==> config.mk <==
export PLATFORM = sky130hd
export DESIGN_NAME = chien_pos_collector
export DESIGN_NICKNAME = d
export VERILOG_FILES = /design/src/rtl/chien_pos_collector.sv
export SDC_FILE = /design/constraint.sdc
export NUM_CORES = 2
export LEC_CHECK = 0
export ABC_AREA = 1
export CORE_AREA = 5 5 370 372
export CTS_CLUSTER_DIAMETER = 80
export DETAILED_ROUTE_END_ITERATION = 10
export DIE_AREA = 0 0 375 377
export SLEW_MARGIN = 30
export SYNTH_ARGS = -nofsm -noshare
export SYNTH_HDL_FRONTEND = slang
export SYNTH_SLANG_ARGS = --single-unit
==> constraint.sdc <==
create_clock -name clk_i -period 34.1 [get_ports clk_i]
set_input_delay 6.82 -clock clk_i [delete_from_list [all_inputs] [get_ports clk_i]]
set_output_delay 6.82 -clock clk_i [all_outputs]
set_load 0.02 [all_outputs]
==> src/rtl/chien_pos_collector.sv <==
// Collects Chien-search root positions into an ordered error-position list for Forney.
// Latency: hits on a beat are in the list the next cycle; done_i moves to HOLD, list_valid_o the cycle after.
// Backpressure: the list is held stable in HOLD until list_ready_i; start_i is refused unless idle.
module chien_pos_collector #(
  parameter int W = 10,
  parameter int T = 11,
  parameter int P = 32,
  parameter int n = 544
) (
  input  logic           clk_i,
  input  logic           rst_i,
  input  logic           start_i,
  input  logic [3:0]     sigma_deg_i,
  output logic           start_ready_o,
  input  logic [P-1:0]   hit_mask_i,
  input  logic [P*W-1:0] pos_bus_i,
  input  logic           done_i,
  output logic           list_valid_o,
  input  logic           list_ready_i,
  output logic [T*W-1:0] err_pos_o,
  output logic [3:0]     err_cnt_o,
  output logic           fail_o
);

  typedef enum logic [1:0] {IDLE, COLLECT, HOLD} state_t;

  // Positions at or beyond the codeword length are shortening padding.
  localparam logic [W:0] N_LIM = (W+1)'(n);
  localparam logic [4:0] T_LIM = 5'(T);

  state_t       state, state_n;
  logic [W-1:0] list_q [T];
  logic [W-1:0] list_n [T];
  logic [4:0]   cnt_q, cnt_n;
  logic         ovf_q, ovf_n;
  logic [3:0]   deg_q;

  // State register.
  always_ff @(posedge clk_i) begin
    if (rst_i) begin
      state <= IDLE;
    end else begin
      state <= state_n;
    end
  end

  // Next-state: one search per start, hold the result until downstream takes it.
  always_comb begin
    state_n = state;
    unique case (state)
      IDLE:    if (start_i)      state_n = COLLECT;
      COLLECT: if (done_i)       state_n = HOLD;
      HOLD:    if (list_ready_i) state_n = IDLE;
      default:                   state_n = IDLE;
    endcase
  end

  // Append this beat's qualified hits in lane order; anything past T entries only flags overflow.
  always_comb begin
    list_n = list_q;
    cnt_n  = cnt_q;
    ovf_n  = ovf_q;
    for (int i = 0; i < P; i++) begin
      if (hit_mask_i[i] && ({1'b0, pos_bus_i[i*W +: W]} < N_LIM)) begin
        if (cnt_n < T_LIM) begin
          for (int k = 0; k < T; k++) begin
            if (5'(k) == cnt_n) begin
              list_n[k] = pos_bus_i[i*W +: W];
            end
          end
          cnt_n = cnt_n + 5'd1;
        end else begin
          ovf_n = 1'b1;
        end
      end
    end
  end

  // List storage: cleared on accepted start, updated only while collecting, frozen otherwise.
  always_ff @(posedge clk_i) begin
    if (rst_i) begin
      cnt_q <= '0;
      ovf_q <= 1'b0;
      deg_q <= '0;
      for (int k = 0; k < T; k++) begin
        list_q[k] <= '0;
      end
    end else if (state == IDLE && start_i) begin
      cnt_q <= '0;
      ovf_q <= 1'b0;
      deg_q <= sigma_deg_i;
      for (int k = 0; k < T; k++) begin
        list_q[k] <= '0;
      end
    end else if (state == COLLECT) begin
      cnt_q  <= cnt_n;
      ovf_q  <= ovf_n;
      list_q <= list_n;
    end
  end

  // Pack the list onto the output bus, entry 0 in the low bits.
  always_comb begin
    err_pos_o = '0;
    for (int k = 0; k < T; k++) begin
      err_pos_o[k*W +: W] = list_q[k];
    end
  end

  assign start_ready_o = (state == IDLE);
  assign list_valid_o  = (state == HOLD);
  assign err_cnt_o     = cnt_q[3:0];
  // A locator whose root count disagrees with its degree, or that cannot fit, is uncorrectable.
  assign fail_o        = list_valid_o &
                         (ovf_q | (cnt_q != {1'b0, deg_q}) | ({1'b0, deg_q} > T_LIM));

endmodule

==> impl_metrics.env <==
export IMPL_routabilityCongestion=1.08
export IMPL_drive_above_1_share=0.0808
export IMPL_finalSetupViolCount=0
export IMPL_synthCells=10572
export IMPL_syn_mean_instance_area_sq_um=5.00
export IMPL_io_buffers=477
export IMPL_status="completed"
export IMPL_cts_root_buf="clkbuf_16"
export IMPL_synth_top_area_share=0.253
export IMPL_ctsResizeCount=0
export IMPL_multi_input_area_sq_um=43300
export IMPL_numCtsBuffers=17
export IMPL_critPathMaxFanout=22
export IMPL_drc=0
export IMPL_min_from="deg_q[1]"
export IMPL_fin_crit_sh=0.927
export IMPL_core_area_sq_um=133000
export IMPL_ctsHoldBuffers=0
export IMPL_worstSetupStartpointType="input pin"
export IMPL_insertion_delay_ns=0.44
export IMPL_ys_async_sr_fraction=0
export IMPL_cp_required_ns=34.39
export IMPL_cts_sinks=122
export IMPL_die_w_um=375
export IMPL_rows=134
export IMPL_clock_path_buffers=2
export IMPL_die_area_sq_um=141000
export IMPL_wire_per_inst_um=23.0
export IMPL_synth_seq_cells=122
export IMPL_slew_violations=0
export IMPL_nFillCells=14745
export IMPL_grt_pass1_wl_um=394000
export IMPL_vias=70389
export IMPL_postCtsSetupBuffers=0
export IMPL_worst_pin_slew_ns=1.04
export IMPL_finalClockSkew_ns=0.0129
export IMPL_yosysUniqueCellTypes=60
export IMPL_hold_path_class="register to register"
export IMPL_yosys_area_top_type="nand2_1"
export IMPL_ios=478
export IMPL_grt_max_degree=107
export IMPL_syn_nets=11057
export IMPL_synthMuxAreaShare=0.00190
export IMPL_grt_use_total=0.359
export IMPL_synthXorXnorAreaFrac=0.000640
export IMPL_start_util=0.397
export IMPL_r2r_cells=148
export IMPL_area_growth_pct=6.45
export IMPL_cap_violations=0
export IMPL_cp_arrival_ns=31.89
export IMPL_fin_nets=10671
export IMPL_syn_cell_area_sq_um=52800
export IMPL_drt_pass1_iterations=8
export IMPL_die_height_um=377
export IMPL_avgViaCountPerCell=5.88
export IMPL_synthTopCellsByArea="nand2_1, o21ai_0, nor2_1"
export IMPL_regArea_sq_um=2450
export IMPL_tns_ns=0
export IMPL_worstSetupPathType="input pin to register"
export IMPL_synth_main_ff_cell="dfxtp_1"
export IMPL_period_minus_slack_ns=31.60
export IMPL_ys_seq_area_frac=0.0462
export IMPL_cp_slowest_cell="nand4_2"
export IMPL_drt_total_wl_um=275000
export IMPL_ys_warn_count=0
export IMPL_synth_edff_count=0
export IMPL_synth_compound_area_share=0.366
export IMPL_r2r_end="err_pos_o[31]"
export IMPL_grt_overflow_total=0
export IMPL_synth_top_family_by_area="simple AND/OR/NAND/NOR gates"
export IMPL_cts_tree="yes"
export IMPL_worstSetupEndpointType="register"
export IMPL_hold_path_endpoint="deg_q[1]"
export IMPL_fmax_mhz=31.6
export IMPL_regToRegSetupSlack_ns=8.63
export IMPL_synth_simple_area_share=0.412
export IMPL_antenna_found_initial=4
export IMPL_cts_max_level=4
export IMPL_synth_adder_area_share=0.0294
export IMPL_rsz0062_at_grt="no"
export IMPL_crit_top_cell="nand2_2"
export IMPL_grt_pass1_vias=60615
export IMPL_cpPeakStageDelay_ns=0.61
export IMPL_path_clk_slew_ns=0.06
export IMPL_relSlewSlack=0.297
export IMPL_drt_antenna_violating_nets=0
export IMPL_drt_iter0_markers=10964
export IMPL_holdPathStages=2
export IMPL_dpl_hpwl_um=221000
export IMPL_finalHoldViolations=0
export IMPL_r2r_start="cnt_q[4]"
export IMPL_finalCoreUtilization=0.423
==> area by class of cell <==
cell class,count,share of cell area
inverter,592,0.0406
tap,1768,0.0394
clock buffer,17,0.00757
sequential,122,0.0435
antenna,2,0.0000890
clock inverter,15,0.00294
timing repair buffer,553,0.0953
multi-input combinational,8900,0.771
==> worst max-delay path, delay by kind of cell <==
family	cells	cell delay, ns
xor+xnor	1	0.31
fa+ha+maj	3	0.77
compound gates	22	4.18
simple gates	110	17.20
buf+inv	15	2.51
==> cells in the mapped netlist (3+ instances only) <==
master         number
dlygate4sd1_1      20
nor3_1              9
nor2_2              4
o311ai_0           30
inv_1             397
a211oi_1           71
nor2_4             11
o41ai_1            30
o211ai_2           10
ha_1              124
nor2_8              5
buf_1              71
nor2_1            974
buf_2               9
o211ai_1           91
inv_4               5
dfxtp_1           122
nand2_8             3
o21ai_1             3
bufbuf_8            5
clkbuf_8          107
o21ai_2            11
a31oi_1            11
o221ai_1            6
dlygate4sd3_1       9
nand4_1           189
nand3_1            80
buf_6              22
inv_2              39
nand4_2            21
nand3_2            40
o21ai_0          2558
clkbuf_1          680
nand3_4            12
nand2_4            77
a21oi_2           120
buf_8              10
buf_4              22
a21oi_1           660
clkinv_2            3
nand2_2           171
clkinv_1          144
mux2i_1            10
nand2_1          3556
==> logic make-up (layout without fill, tap and decap cells) <==
kind of cell,count (synthesis),in the layout
simple gates,5156,5157
other cells,0,2
buf+inv,1551,1177
compound gates,3606,3606
xor+xnor,3,3
flops,122,122
mux,10,10
fa+ha+maj,124,124
==> cells in the final DEF, fill, tap and decap left out, types with 9 or more instances in the layout <==
cell type,count
buf_4,73
nand3_4,12
o211ai_2,10
inv_1,397
o21ai_2,11
nand4_1,189
inv_2,38
mux2i_1,10
nor2_2,173
a211oi_1,71
clkinv_1,143
nor2_1,805
o211ai_1,91
a31oi_1,11
nand3_2,40
nand4_2,10
ha_1,124
nor3_1,9
o21ai_0,2558
a21oi_2,120
o311ai_0,30
nand3_1,80
clkbuf_16,17
o41ai_1,30
clkdlybuf4s50_1,477
a21oi_1,660
nand4_4,11
nand2_2,172
dfxtp_1,121
nand2_1,3554
nor2_4,12
nand2_4,78
==> stage by stage <==
step / cell area, sq um / instances / setup slack, ns / hold slack (ns)
floorplan: 52800 / 10572 / 9.57 / 0.447
global placement: 55100 / 11934 / 1.78 / 0.470
detailed placement: 55200 / 11934 / 0.820 / 0.472
CTS: 55800 / 11966 / 1.17 / 0.482
global route: 56200 / 11967 / 0.0415 / 0.520
finish: 56200 / 11969 / 2.50 / 0.484
==> worst max-delay path by stage <==
| stage | startpoint | endpoint | slack (ns) |
|---|---|---|---|
| finish | pos_bus_i[6] | err_pos_o[31] | 2.50 |
| global route | pos_bus_i[6] | err_pos_o[81] | 0.04 |
| CTS | pos_bus_i[6] | err_pos_o[27] | 1.17 |
| detailed placement | pos_bus_i[6] | err_pos_o[27] | 0.82 |
| global placement | pos_bus_i[6] | err_pos_o[28] | 1.78 |
| floorplan | pos_bus_i[8] | err_pos_o[40] | 9.57 |
==> flip-flops by register name (all words and copies together) (netlist names) <==
name / cells
err_pos_o: 110
cnt_q: 5
deg_q: 4
state: 2
ovf_q: 1
==> per-layer routing <==
| metal | wire, um | GRT usage | up-vias | part of all wire |
|---|---|---|---|---|
| met1 | 113000 | 0.482 | 30914 | 0.41 |
| met4 | 16000 | 0.168 | 6 | 0.058 |
| li1 | - | - | 34065 | - |
| met3 | 29000 | 0.0501 | 813 | 0.11 |
| met2 | 117000 | 0.567 | 4591 | 0.43 |
| met5 | 107 | 0.00438 | - | 0.00039 |
Power is left out: the tool's default activity adds up to more than one toggle a clock period on the data nets, which glitch-free logic cannot reach.
